### config.mk
export PLATFORM = sky130hd
export DESIGN_NAME = home_alarm_ctrl
export DESIGN_NICKNAME = d
export VERILOG_FILES = /design/src/rtl/home_alarm_pkg.sv /design/src/rtl/alarm_delay_timer.sv /design/src/rtl/home_alarm_ctrl.sv
export SDC_FILE = /design/constraint.sdc
export NUM_CORES = 1
export LEC_CHECK = 0
export ABC_AREA = 1
export CAP_MARGIN = 10
export CORE_UTILIZATION = 44
export DETAILED_ROUTE_END_ITERATION = 10
export GPL_TIMING_DRIVEN = 0
export PLACE_DENSITY = 0.77
export SLEW_MARGIN = 30
export SYNTH_ARGS = -nofsm -noshare
export SYNTH_HDL_FRONTEND = slang
export SYNTH_SLANG_ARGS = --single-unit
export TNS_END_PERCENT = 5
### constraint.sdc
create_clock -name clk -period 1.3 [get_ports clk]
set_input_delay 0.13 -clock clk [delete_from_list [all_inputs] [get_ports clk]]
set_output_delay 0.13 -clock clk [all_outputs]
set_load 0.01 [all_outputs]
### src/rtl/home_alarm_pkg.sv
// Shared types and helpers for the home alarm controller.
// Holds the FSM state encoding and the delay-counter width calculation.
package home_alarm_pkg;

  typedef enum logic [2:0] {
    DISARMED,
    EXIT,
    ARMED,
    ENTRY,
    ALARM
  } alarm_state_t;

  // The counter only ever holds load values up to max-1, so clog2(max) bits suffice.
  function automatic int cnt_width(input int a, input int b, input int c);
    int mx;
    mx = a;
    if (b > mx) mx = b;
    if (c > mx) mx = c;
    if (mx <= 2) return 1;
    return $clog2(mx);
  endfunction

endpackage

### src/rtl/alarm_delay_timer.sv
// Down-counter shared by the exit, entry and siren phases.
// It saturates at zero and never wraps; a load takes priority over a clear.
module alarm_delay_timer #(
  parameter int CW = 4
) (
  input  logic          clk,
  input  logic          rst,
  input  logic          load,
  input  logic [CW-1:0] load_val,
  input  logic          clr,
  output logic          zero
);

  logic [CW-1:0] r_cnt;

  always_ff @(posedge clk) begin
    if (rst) begin
      r_cnt <= '0;
    end else if (load) begin
      r_cnt <= load_val;
    end else if (clr) begin
      r_cnt <= '0;
    end else if (r_cnt != '0) begin
      r_cnt <= r_cnt - CW'(1);
    end
  end

  assign zero = (r_cnt == '0);

endmodule

### src/rtl/home_alarm_ctrl.sv
// Home alarm controller: exit/entry delays, timed siren with automatic re-arm,
// and a zone memory that survives disarm so the tripped zones stay readable.
//
// state    | meaning
// DISARMED | master switch off, zones ignored
// EXIT     | exit delay running after arming, zones ignored
// ARMED    | watching zones
// ENTRY    | entry zone tripped, delay running before siren
// ALARM    | siren on for SIREN_TIME cycles, then back to ARMED
module home_alarm_ctrl
  import home_alarm_pkg::*;
#(
  parameter int                 N_ZONES    = 4,
  parameter logic [N_ZONES-1:0] ENTRY_MASK = N_ZONES'(1),
  parameter int                 EXIT_DLY   = 16,
  parameter int                 ENTRY_DLY  = 16,
  parameter int                 SIREN_TIME = 64
) (
  input  logic               clk,
  input  logic               rst,
  input  logic [N_ZONES-1:0] sw,
  input  logic               m,
  output logic               a,
  output logic               led1,
  output logic               led2,
  output logic               led3,
  output logic               led_pend,
  output logic [N_ZONES-1:0] zone_mem
);

  localparam int CW = cnt_width(EXIT_DLY, ENTRY_DLY, SIREN_TIME);
  localparam logic [CW-1:0] EXIT_LD  = CW'(EXIT_DLY - 1);
  localparam logic [CW-1:0] ENTRY_LD = CW'(ENTRY_DLY - 1);
  localparam logic [CW-1:0] SIREN_LD = CW'(SIREN_TIME - 1);

  alarm_state_t       r_state;
  alarm_state_t       w_next;
  logic [N_ZONES-1:0] r_zone_mem;
  logic               w_load;
  logic [CW-1:0]      w_load_val;
  logic               w_clr;
  logic               w_zero;
  logic               w_inst;
  logic               w_ent;

  assign w_inst = |(sw & ~ENTRY_MASK);
  assign w_ent  = |(sw & ENTRY_MASK);

  alarm_delay_timer #(.CW(CW)) u_timer (
    .clk      (clk),
    .rst      (rst),
    .load     (w_load),
    .load_val (w_load_val),
    .clr      (w_clr),
    .zero     (w_zero)
  );

  always_ff @(posedge clk) begin
    if (rst) begin
      r_state <= DISARMED;
    end else begin
      r_state <= w_next;
    end
  end

  // Timer decrements on its own whenever neither load nor clr is asserted.
  always_comb begin
    w_next     = r_state;
    w_load     = 1'b0;
    w_load_val = '0;
    w_clr      = 1'b0;
    if (!m) begin
      w_next = DISARMED;
      w_clr  = 1'b1;
    end else begin
      case (r_state)
        DISARMED: begin
          w_next     = EXIT;
          w_load     = 1'b1;
          w_load_val = EXIT_LD;
        end
        EXIT: begin
          if (w_zero) w_next = ARMED;
        end
        ARMED: begin
          if (w_inst) begin
            w_next     = ALARM;
            w_load     = 1'b1;
            w_load_val = SIREN_LD;
          end else if (w_ent) begin
            w_next     = ENTRY;
            w_load     = 1'b1;
            w_load_val = ENTRY_LD;
          end
        end
        ENTRY: begin
          if (w_inst || w_zero) begin
            w_next     = ALARM;
            w_load     = 1'b1;
            w_load_val = SIREN_LD;
          end
        end
        ALARM: begin
          if (w_zero) w_next = ARMED;
        end
        default: begin
          w_next = DISARMED;
          w_clr  = 1'b1;
        end
      endcase
    end
  end

  // Held while disarmed; cleared only on a fresh arming.
  always_ff @(posedge clk) begin
    if (rst) begin
      r_zone_mem <= '0;
    end else if (m) begin
      if (r_state == DISARMED) begin
        r_zone_mem <= '0;
      end else if (r_state == ARMED || r_state == ENTRY || r_state == ALARM) begin
        r_zone_mem <= r_zone_mem | sw;
      end
    end
  end

  assign a        = (r_state == ALARM);
  assign led1     = a;
  assign led2     = (r_state != DISARMED);
  assign led3     = ~led2;
  assign led_pend = (r_state == EXIT) || (r_state == ENTRY);
  assign zone_mem = r_zone_mem;

endmodule
==> results of run 1 <==
## repair_timing
action | CTS | global route
setup buffers | 0 | 1
gates resized for setup | 21 | 17
hold buffers | 0 | 0
pin swaps | 1 | 1
setup endpoints to repair | 12 | 12
## power by group through the flow
stage / Sequential, mW / Combinational (mW) / Clock, mW
3_3_place_gp: 0.469 / 0.323 / 0
2_1_floorplan: 0.470 / 0.226 / 0
6_report: 0.468 / 0.362 / 0.261
4_1_cts: 0.464 / 0.325 / 0.268
5_1_grt: 0.472 / 0.404 / 0.280
3_5_place_dp: 0.470 / 0.327 / 0
## cells in the mapped netlist (all sizes together)
| master | instances |
|---|---|
| ha | 2 |
| o21ai | 4 |
| inv | 21 |
| a21oi | 8 |
| o21bai | 1 |
| xor2 | 1 |
| buf | 2 |
| xnor2 | 1 |
| nand2 | 39 |
| dfxtp | 13 |
| nand3 | 6 |
| a31oi | 3 |
| a21boi | 1 |
| nor2 | 22 |
## per-layer routing
layer | routed length (um) | global-route usage [%] | up-vias | share of wire (%)
met4 | 23 | 10.9 | 0 | 1.4
met1 | 794 | 21.9 | 339 | 48
met5 | 0 | 0 | - | 0
met3 | 62 | 2.86 | 2 | 3.7
met2 | 777 | 31.2 | 12 | 47
li1 | - | - | 417 | -
## cells in the final DEF, fill, tap and decap left out, types with 2 or more instances in the layout
master           Yosys  routed
a21oi_1              8       8
a31oi_1              3       3
buf_4                1       3
clkbuf_4             0       3
clkdlybuf4s50_1      0       5
dfxtp_1             13       7
dfxtp_2              0       4
dfxtp_4              0       2
dlygate4sd2_1        0       3
dlymetal6s2s_1       0       2
inv_1               18      15
inv_2                3       4
inv_4                0       2
nand2_1             33      32
nand2_2              6       5
nand2_4              0       2
nand3_1              5       5
nor2_1              19      16
nor2_2               2       4
nor2_4               1       2
o21ai_0              2       2
## worst register-to-register path, cell delays in order, from the launching register on
cell and delay [ps]:
dfxtp_2 340, inv_4 70, ha_4 140, nand3_4 80, nand2_2 90, nand2_1 60
nand2_2 70, nand2_4 80, nand2_1 70, nand2_1 40, nand2_1 50, nor2_1 40
## cell families after synthesis
kind of cell | Yosys count | share of synthesized area (%)
simple gates | 67 | 37.1
buf+inv | 23 | 11.5
compound gates | 17 | 12.9
flops | 13 | 33.1
xor+xnor | 2 | 2.23
fa+ha+maj | 2 | 3.18
## path summary, 6_finish.rpt
| check | start | to | slack [ps] | cells past startpoint |
|---|---|---|---|---|
| min | rst | u_timer.r_cnt[5] | 190 | 2 |
| min reg2reg | zone_mem[2] | zone_mem[2] | 450 | 2 |
| max reg2reg | u_timer.r_cnt[0] | u_timer.r_cnt[4] | 40 | 11 |
| max | r_state[0] | led2 | 30 | 5 |
## area by class of cell
type	count	area (um^2)	share of cell area, %
multi-input combinational	88	480	45.9
sequential	13	273	26.0
timing repair buffer	15	143	13.6
inverter	21	83.8	8.00
tap	24	30.0	2.87
clock buffer	4	26.3	2.51
buffer	2	11.3	1.08
## per-stage QoR
step,utilization (%),worst slack (ps)
finish,65.7,27.9
global route,65.7,-45.6
CTS,62.5,-68.8
detailed placement,60.0,-233
global placement,60.0,-211
floorplan,-,62.3
## state kept, by name (all words and copies together) (netlist names)
name	cells
u_timer.r_cnt	6
zone_mem	4
r_state	3
==> flow_metrics.tcl, run 1 <==
set metrics [dict create \
    skew_ps 1.28 \
    status "completed" \
    wl_um 1660 \
    cpMaxStageDelayCell "dfxtp_4" \
    p_int_mw 0.710 \
    finalCritPeriodShare_pct 97.9 \
    portBuffers 14 \
    cts.sinks 13 \
    core_mm2 0.00159 \
    drc 0 \
    rsz0062_at_grt "yes" \
    grt_overflow_total 0 \
    htreeDepth 1 \
    num_vias 770 \
    cp_num_buf_inv 3 \
    die_w_um 44.3 \
    hold_ws_ps 193 \
    hpwl_um 1240 \
    firstDrtPassIters 3 \
    post-place-cells 162 \
    maxCapViolations 0 \
    critPathMaxFanout 4 \
    fin_cells 167 \
    syn-num-nets 133 \
    fin_tns_setup_ps 0 \
    crit_chain "inv_4, nand2_4, nor2_4, inv_2, clkdlybuf4s15_2" \
    hold_viol_final 0 \
    track_usage_pct 18.4 \
    critical_path.max_stage_delay_ps 360 \
    synthCells 124 \
    io-pin-count 16 \
    nFillCells 140 \
    cts_tree "yes" \
    power_frac_seq_pct 42.9 \
    yosysTopAreaCell "dfxtp_1" \
    grt_max_degree 9 \
    numCtsBuffers 3 \
    startpoint_type "flip-flop" \
    p_comb_share_pct 33.2 \
    power_leakage_nw 0.520 \
    power.switching_mw 0.381 \
    viasPerCell 4.61 \
    ant_nets 0 \
    critPathKind "reg2out" \
    grt_pass1_vias 682 \
    final_area_mm2 0.00105 \
    end_kind "primary output" \
    slew-limit-headroom_pct 76.0 \
    chipHeight_um 44.3 \
    yosysWarnings 0 \
    ys_seq_area_share_pct 33.1 \
    tightest_slew_ps 360 \
    switching_share_pct 34.9 \
    dieArea_mm2 0.00196 \
    drt-initial-drc-count 10 \
    gp_congestion 0.878 \
    setup_viol 0 \
    critPathTopFamily "flip-flops" \
    yosys.area.top_type_share_pct 33.1 \
    period_minus_slack_ps 1270 \
    antennaDiodeCount 0 \
    cp.required_ps 1170 \
    worstHoldPathType "in2reg" \
    path_clk_slew_ps 80 \
    synth_cell_types 22 \
    arrival_ps 1140 \
    drv_slew 0 \
    synth_area_leaders "dfxtp_1, nand2_1, nor2_1" \
    ir_worst_vdd_uv 628 \
    p_per_area_mw_per_mm2 1040 \
    clock_latency_ps 280 \
    antenna_found_initial 0 \
    drive_above_1_share_pct 25.9 \
    total_power_mw 1.09 \
    start_util_pct 49.3 \
    fmax_mhz 786 \
    area_delta_synth_final_pct 33.3 \
    syn_avg_cell_area_um2 6.34 \
    synthesis.area_um2 786 \
    root_buffer "clkbuf_4" \
    synth-seq-cells 13 \
    nets 153 \
    p_clk_share_pct 23.9 \
    wire_per_inst_um 9.93 \
    place_area_um2 956 \
    rows 14 \
    grt_first_pass_wirelength_um 2630 \
    cts_max_path_buffers 2 \
]
Note: power is estimated with default switching activity, not from simulation.
==> run 2: changes to the inputs <==
Settings changed: CAP_MARGIN 10 to 20, GPL_TIMING_DRIVEN 0 to not set.
==> flow_metrics.tcl, run 2 (synthesized netlist as in run 1, its figures left out) <==
set metrics [dict create \
    viasPerCell 4.84 \
    wire_per_inst_um 11.8 \
    clock_latency_ps 300 \
    ant_nets 0 \
    fin_tns_setup_ps -42.8 \
    arrival_ps 1560 \
    core_mm2 0.00159 \
    worstReg2RegStart "r_state[2]" \
    largest_register "u_timer.r_cnt" \
    period_minus_slack_ps 1320 \
    cts_tree "yes" \
    total_power_mw 1.17 \
    nets 163 \
    critical_path.max_stage_delay_ps 390 \
    cts_max_path_buffers 2 \
    antenna_found_initial 0 \
    violations "setup timing" \
    end_kind "flip-flop" \
    worstHoldStart "sw[0]" \
    final_cell_mix "nand2_1, inv_1, nor2_1" \
    maxCapViolations 0 \
    critPathKind "reg2reg" \
    num_vias 857 \
    rsz0062_at_grt "yes" \
    setup_viol 4 \
    die_w_um 44.3 \
    hold_viol_final 0 \
    gp_congestion 0.904 \
    status "finished, violations left" \
    start_util_pct 49.3 \
    p_per_area_mw_per_mm2 1030 \
    r2r_slack_ps -20 \
    portBuffers 15 \
    setup_slack_ps -19.2 \
    skew_ps 20.0 \
    fmax_mhz 758 \
    finalCritPeriodShare_pct 101 \
    crit_chain "buf_4, nor2_2, nor2_1, nand2_2, o21ai_2, nand2_2, nand2_2, nand2_1, a21boi_2" \
    largest_reg_flops 6 \
    track_usage_pct 22.0 \
    grt_max_degree 8 \
    tightest_slew_ps 222 \
    slew-limit-headroom_pct 85.2 \
    numCtsBuffers 3 \
    critPathMaxFanout 4 \
    cts_hold_buffers 0 \
    root_buffer "clkbuf_4" \
    drive_above_1_share_pct 35.3 \
    startpoint_type "flip-flop" \
    io-pin-count 16 \
    hpwl_um 1480 \
    worstHoldPathType "in2reg" \
    cts.sinks 13 \
    rows 14 \
    final_common_cell "nand2_1" \
    chipHeight_um 44.3 \
    drv_slew 0 \
    wl_um 2080 \
    drt-initial-drc-count 18 \
    grt_pass1_vias 786 \
    ir_worst_vdd_uv 712 \
    grt_first_pass_wirelength_um 3100 \
    antennaDiodeCount 0 \
    drc 0 \
    dieArea_mm2 0.00196 \
    crit_path_frequent_cell "nand2_2" \
    grt_overflow_total 0 \
    path_clk_slew_ps 100 \
    whs_endpoint "zone_mem[0]" \
    cpMaxStageDelayCell "dfxtp_4" \
    r2r_end "r_state[2]" \
    reg2reg_depth 9 \
    area_delta_synth_final_pct 45.4 \
    holdPathStages 3 \
    cp.required_ps 1540 \
    firstDrtPassIters 4 \
    power_leakage_nw 0.578 \
    htreeDepth 1 \
]
## run 2: cell count changes in the layout (fill, tap and decap cells not counted), sizes merged
cell,delta
dlymetal6s2s,+1
buf,+8
clkbuf,+1
clkdlybuf4s50,+1
dlygate4sd2,-1
## run 2: area by class of cell
class,instances,area [um^2]
sequential,13,269
timing repair buffer,27,238
multi-input combinational,88,498
tap,24,30.0
clock buffer,4,26.3
fill,129,452
inverter,21,81.3
## run 2: through the flow
step	instance area (um^2)	std cells	util, %	hold WS (ps)	worst slack [ps]
final	1140	177	71.7	399	-19.2
after global routing	1140	177	71.7	452	-105
after CTS	1070	176	67.0	416	-69.2
after detailed placement	1040	172	65.1	444	-177
after global placement	1040	172	65.1	440	-112
after floorplan	786	124	-	273	62.3
## run 2: timing repair
action | 4_1_cts | 5_1_grt
setup endpoints to repair | 14 | 19
hold endpoints to repair | 0 | 0
setup buffers | 0 | 1
pin swaps | 1 | 6
resized for setup | 14 | 29
## run 2: where the power goes
| group | switching (mW) | total (mW) | internal [mW] |
|---|---|---|---|
| Combinational | 0.234 | 0.429 | 0.195 |
| Sequential | 0.0299 | 0.464 | 0.434 |
| Clock | 0.160 | 0.279 | 0.120 |
## run 2: layer usage
| layer | track usage (%) | wire, um |
|---|---|---|
| met5 | 0 | 0 |
| met4 | 11.5 | 53 |
| met3 | 2.86 | 67 |
| met2 | 41.2 | 1110 |
| met1 | 23.8 | 848 |
## run 2: how the worst max path moves through the flow
| stage | startpoint | end | depth (start not counted) |
|---|---|---|---|
| global route | u_timer.r_cnt[1] | u_timer.r_cnt[4] | 11 |
| floorplan | u_timer.r_cnt[0] | u_timer.r_cnt[4] | 11 |
| global placement | sw[1] | u_timer.r_cnt[4] | 12 |
| CTS | r_state[0] | led2 | 5 |
| finish | r_state[2] | r_state[2] | 9 |
| detailed placement | sw[1] | u_timer.r_cnt[5] | 12 |
## run 2: critical path, delay by kind of cell (launching register included)
family          cells  cell delay, ps
simple gates        6             550
flops               1             390
compound gates      2             180
buf+inv             1             150
==> run 3: changes to the inputs <==
Settings changed: CTS_CLUSTER_DIAMETER set to 100.
==> results of run 3 <==
Same layout as run 2: the final DEF is identical, and so are final timing and power.
